**config.mk**
```make
export PLATFORM = sky130hd
export DESIGN_NAME = maria_bus_arbiter
export DESIGN_NICKNAME = d
export VERILOG_FILES = /design/src/rtl/maria_bus_arbiter.sv
export SDC_FILE = /design/constraint.sdc
export NUM_CORES = 1
export LEC_CHECK = 0
export ABC_AREA = 1
export CAP_MARGIN = 20
export CORE_MARGIN = 3
export CORE_UTILIZATION = 53
export DETAILED_ROUTE_END_ITERATION = 6
export DONT_BUFFER_PORTS = 1
export HOLD_SLACK_MARGIN = 0.03
export PLACE_DENSITY_LB_ADDON = 0.3
export SLEW_MARGIN = 25
export SYNTH_ARGS = -nofsm -noshare
export SYNTH_HDL_FRONTEND = slang
export SYNTH_SLANG_ARGS = --single-unit
```
**constraint.sdc**
```tcl
create_clock -name sysclock -period 3.56 [get_ports sysclock]
set_clock_uncertainty 0.05 [all_clocks]
set_input_delay 0.356 -clock sysclock [delete_from_list [all_inputs] [get_ports sysclock]]
set_output_delay 0.356 -clock sysclock [all_outputs]
set_load 0.05 [all_outputs]
```
**src/rtl/maria_bus_arbiter.sv**
```systemverilog
// maria_bus_arbiter: shared-bus owner between the 6502 and MARIA line DMA.
// Generates pclk0 with fast/slow stretching, runs HALT -> GRANT -> RELEASE,
// and holds cpu_ready low from a WSYNC write until the next line start.
// Ports:
//   sysclock, reset_b (async, active low)
//   sel_slow_clock : current CPU access targets slow memory
//   dma_req/dma_done : DMA engine request level / completion pulse
//   wsync_req, line_start : WSYNC strobe / video line start strobe
//   pclk0 : CPU phase enable pulse, halt_b : CPU HALT (active low)
//   drive_AB, dma_grant : MARIA owns the bus
//   cpu_ready : CPU RDY, dma_abort : timeout release pulse
//   dma_cycles : DMA sysclocks in the last completed line
// Option: define ARB_DMA_STATS_EN to build the per-line DMA cycle counter;
// without it dma_cycles is tied to zero.
module maria_bus_arbiter #(
  parameter int FAST_DIV    = 4,
  parameter int SLOW_DIV    = 6,
  parameter int HALT_LAT    = 2,
  parameter int DMA_TIMEOUT = 1024
) (
  input  logic        sysclock,
  input  logic        reset_b,
  input  logic        sel_slow_clock,
  input  logic        dma_req,
  input  logic        dma_done,
  input  logic        wsync_req,
  input  logic        line_start,
  output logic        pclk0,
  output logic        halt_b,
  output logic        drive_AB,
  output logic        dma_grant,
  output logic        cpu_ready,
  output logic        dma_abort,
  output logic [15:0] dma_cycles
);

  localparam int CW  = (SLOW_DIV > 1) ? $clog2(SLOW_DIV) : 1;
  localparam int HCW = (HALT_LAT > 1) ? $clog2(HALT_LAT) : 1;
  localparam int TW  = (DMA_TIMEOUT > 1) ? $clog2(DMA_TIMEOUT) : 1;

  localparam logic [CW-1:0]  FAST_TC = CW'(FAST_DIV - 1);
  localparam logic [CW-1:0]  SLOW_TC = CW'(SLOW_DIV - 1);
  localparam logic [HCW-1:0] HALT_TC = HCW'(HALT_LAT - 1);
  localparam logic [TW-1:0]  TMO_TC  = TW'(DMA_TIMEOUT - 1);

  typedef enum logic [1:0] {
    S_IDLE, S_HALT, S_GRANT, S_REL
  } state_t;

  state_t r_state;
  state_t w_state_nxt;

  logic [CW-1:0]  r_cnt;
  logic [CW-1:0]  r_tc;
  logic [CW-1:0]  w_tc;
  logic           w_pclk;
  logic [HCW-1:0] r_hcnt;
  logic [TW-1:0]  r_tcnt;
  logic           r_abort;
  logic           w_abort_nxt;
  logic           r_ready;
  logic           w_halt_b;
  logic           w_drive;

  // The cycle length is chosen from the inputs seen while the counter
  // sits at zero; later sel_slow_clock changes wait for the next cycle.
  always_comb begin
    w_tc = r_tc;
    if (r_cnt == '0)
      w_tc = (sel_slow_clock && !w_drive) ? SLOW_TC : FAST_TC;
  end

  assign w_pclk = (r_cnt == w_tc);

  always_ff @(posedge sysclock or negedge reset_b) begin
    if (!reset_b) begin
      r_cnt <= '0;
      r_tc  <= FAST_TC;
    end else begin
      r_cnt <= w_pclk ? '0 : r_cnt + CW'(1);
      if (r_cnt == '0)
        r_tc <= w_tc;
    end
  end

  // State register
  always_ff @(posedge sysclock or negedge reset_b) begin
    if (!reset_b) begin
      r_state <= S_IDLE;
      r_abort <= 1'b0;
    end else begin
      r_state <= w_state_nxt;
      r_abort <= w_abort_nxt;
    end
  end

  // Next-state logic
  always_comb begin
    w_state_nxt = r_state;
    w_abort_nxt = 1'b0;
    unique case (r_state)
      S_IDLE: begin
        if (dma_req)
          w_state_nxt = S_HALT;
      end
      S_HALT: begin
        if (!dma_req)
          w_state_nxt = S_REL;
        else if (w_pclk && r_hcnt == HALT_TC)
          w_state_nxt = S_GRANT;
      end
      S_GRANT: begin
        if (dma_done || !dma_req) begin
          w_state_nxt = S_REL;
        end else if (r_tcnt == TMO_TC) begin
          w_state_nxt = S_REL;
          w_abort_nxt = 1'b1;
        end
      end
      S_REL: w_state_nxt = S_IDLE;
    endcase
  end

  // Outputs decode straight from the state register
  always_comb begin
    w_halt_b = 1'b1;
    w_drive  = 1'b0;
    unique case (r_state)
      S_IDLE:  w_halt_b = 1'b1;
      S_HALT:  w_halt_b = 1'b0;
      S_GRANT: begin
        w_halt_b = 1'b0;
        w_drive  = 1'b1;
      end
      S_REL:   w_halt_b = 1'b0;
    endcase
  end

  // Halt-latency and grant-timeout counters restart on state entry
  always_ff @(posedge sysclock or negedge reset_b) begin
    if (!reset_b) begin
      r_hcnt <= '0;
      r_tcnt <= '0;
    end else begin
      if (r_state != S_HALT)
        r_hcnt <= '0;
      else if (w_pclk)
        r_hcnt <= r_hcnt + HCW'(1);
      if (r_state != S_GRANT)
        r_tcnt <= '0;
      else
        r_tcnt <= r_tcnt + TW'(1);
    end
  end

  // WSYNC set dominates a same-cycle line start
  always_ff @(posedge sysclock or negedge reset_b) begin
    if (!reset_b)
      r_ready <= 1'b1;
    else if (wsync_req)
      r_ready <= 1'b0;
    else if (line_start)
      r_ready <= 1'b1;
  end

`ifdef ARB_DMA_STATS_EN
  logic [15:0] r_line_cnt;
  logic [15:0] r_dma_cycles;
  logic [15:0] w_line_inc;

  // Includes the DMA cycle of the current sysclock, saturating.
  assign w_line_inc = (w_drive && r_line_cnt != 16'hFFFF) ?
                      r_line_cnt + 16'd1 : r_line_cnt;

  always_ff @(posedge sysclock or negedge reset_b) begin
    if (!reset_b) begin
      r_line_cnt   <= 16'h0000;
      r_dma_cycles <= 16'h0000;
    end else if (line_start) begin
      r_dma_cycles <= w_line_inc;
      r_line_cnt   <= {15'd0, w_drive};
    end else begin
      r_line_cnt   <= w_line_inc;
    end
  end

  assign dma_cycles = r_dma_cycles;
`else
  assign dma_cycles = 16'h0000;
`endif

  assign pclk0     = w_pclk;
  assign halt_b    = w_halt_b;
  assign drive_AB  = w_drive;
  assign dma_grant = w_drive;
  assign cpu_ready = r_ready;
  assign dma_abort = r_abort;

endmodule

```
==> metrics <==
status=finished, final reports clean; DRT Pass-1 Iters=4; clock latency on the worst-skew pair=0.30 ns; root buffer cell=clkbuf_4; number of vias per cell=4.70; post-synthesis mux area share=0%; post-synthesis cell type count=23; Overflow after GRT=0; post-synthesis compound-gate area fraction=3.78%; Max-cap violations=0; Critical Path Start Type=flip-flop; ranking of synthesized cells by area=dfrtp_1 36%, buf_4 11%, nand2_1 8.7%; final hold violation count=0; switching portion of total power=48.3%; minimum clock period=2.38 ns; HPWL reported at the end of detailed placement=1.58 mm; Area after DPL=0.00121 mm²; Core Box Area=0.00223 mm²; Max Clk Rate=419 MHz; largest family of logic cells by synthesized area=simple AND/OR/NAND/NOR gates; Worst-path clk slew=0.12 ns; Final Wtd Congestion=0.848; Multi-input gate area=544 µm²; final cell count without fillers=188; critical path type=flip-flop to primary output; Antenna Nets Post-Route=0; PwrDens=708 mW/mm²; Synth area leader=dfrtp_1; worst rel slew slack=64.4%; synthesized area=0.00126 mm²; RSZ-0062 raised after global routing=false; setup_tns=0 ns; post-synthesis sequential area ratio=42.1%; Worst Path Required=3.15 ns; Bufs on Longest Clock Path=2; total track usage=14.9%; Seq pwr share=37.2%; Worst Max-Slew Pin Slew=0.535 ns; Crit Path Max Fanout=10; share of the synthesized area in the top cell type=35.9%; largest net degree at the start of global routing=22; io pins=29; Routed wire per std cell=10.7 µm; Ys Warns=0; commonest non-fill, non-tap cell in the layout=nand2_1; drt initial violations=20; async set-reset flop share out of synthesis=100%; Top FF cell, synth=dfrtp_1; number of buffers created by CTS=3; Setup crit end kind=primary output; TritonCTS clock tree=done; final worst-path cycle share=67.0%; DRC=0; H-tree lvl count=1; Fill cells=217; switching power=0.431 mW; min-delay worst type=primary input to flip-flop; Fin Hold WS=0.127 ns; Syn Area/Cell=8.05 µm²; number of global-route vias before repair=780; diode count=0; #FFs+latches synth=21; Simple-Gate Fraction of Synth Area=27.1%; Post-synth EDFFs=0; Pleak=0.671 nW; Slew Limit Fails=0; Design Area, Final=0.00126 mm²; most frequent cells in the layout=29 x nand2_1, 22 x inv_1, 18 x dfrtp_1, 16 x conb_1, 15 x nor2_1; Mapped Cells=156; DR vias=884; Die ar.=0.00299 mm²; nets=175; buffers added on ports=0; Routed WL=2.01 mm; Initial Util=56.2%; Max rail drop VDD=0.470 mV; share of cells above drive strength 1=13.8%; combinational power share=49.9%; clk sink count=21; FF/Latch Area=529 µm²; first-pass GRT wire length=3.13 mm; critical path arrival=1.98 ns; clock share of power=12.9%; dpl cells=181; die height=54.7 µm; XOR/XNOR share of the synthesized area=0.697%; Synth Area in Adders=6.97%; setup violators final=0; Int Pwr=0.461 mW; # rows=17; antenna violations before repair=0; Layout area overhead=0.398%; width of the die=54.7 µm
-- logic make-up after synthesis --
logic type	count (synthesis)
AO/OA/AOI/OAI	9
XOR/XNOR	1
adder cells (fa/ha/maj)	7
buffers and inverters	43
flip-flops	21
other	1
AND/OR/NAND/NOR	74
-- power by group through the flow --
stage / Combinational [mW] / Sequential, mW / Clock [mW]
finish: 0.445 / 0.332 / 0.115
global route: 0.494 / 0.340 / 0.128
CTS: 0.448 / 0.332 / 0.122
detailed placement: 0.440 / 0.337 / 0
global placement: 0.428 / 0.335 / 0
floorplan: 0.430 / 0.329 / 0
-- sequential cells by signal, summed over array words and instances (netlist names) --
name and count:
cpu_ready 1, r_tc 3, r_state 2, dma_abort 1, r_tcnt 10, r_hcnt 1, r_cnt 3
-- cell usage after synthesis, types with 2 or more instances --
master   instances
a21oi_1          6
buf_4           18
dfrtp_1         18
dfstp_2          3
ha_1             7
inv_1           22
nand2_1         29
nand2_2          3
nand3_1         12
nor2_1          15
nor2_2           6
nor3_1           5
o21ai_0          2
-- layout make-up --
type,instances,area share (%)
Tap cell,28,2.78
Sequential cell,21,42.0
Timing Repair Buffer,4,2.58
Multi-Input combinational cell,107,43.2
Clock inverter,1,0.397
Inverter,24,7.34
Clock buffer,3,1.79
-- path summary, 6_finish.rpt --
check | start | endpoint | slack, ns | cells past startpoint
setup / recovery | r_state[0] | pclk0 | 1.18 | 9
hold / removal | line_start | cpu_ready | 0.13 | 2
setup reg to reg | r_state[0] | r_state[1] | 1.62 | 13
hold reg to reg | r_tcnt[0] | r_tcnt[0] | 0.43 | 1
max in group asynchronous | reset_b | r_tc[0] | 2.63 | 2
min in group asynchronous | reset_b | r_tc[2] | 0.47 | 2
-- worst max-delay path, stage by stage (launching register included) --
cell and delay (ns):
dfrtp_1 0.43, inv_1 0.13, ha_1 0.40, inv_4 0.08
nand2_1 0.08, nand2_2 0.06, nand3_1 0.07, nand2_1 0.06
nor2_2 0.09, and2_4 0.27
-- per-layer routing --
layer | wire length [µm] | vias to the layer above | GRT usage, %
li1 | - | 452 | -
met1 | 952 | 407 | 20.2
met5 | 0 | - | 0
met2 | 914 | 23 | 21.3
met3 | 133 | 2 | 4.09
met4 | 10 | 0 | 7.88
-- timing repair --
action                    in CTS  in global routing
buffers inserted               0                  0
hold endpoints to repair      22                 18
gates resized for setup        0                  0
hold buffers                   2                  1
-- stage by stage --
step / setup slack (ns) / utilization, % / power [mW]
detailed placement: 1.51 / 54.1 / 0.777
CTS: 1.14 / 56.2 / 0.902
finish: 1.18 / 56.5 / 0.892
floorplan: 1.25 / - / 0.759
global placement: 1.57 / 54.1 / 0.763
global route: 1.00 / 56.5 / 0.962
No activity file was read; power rests on OpenSTA's default activity.
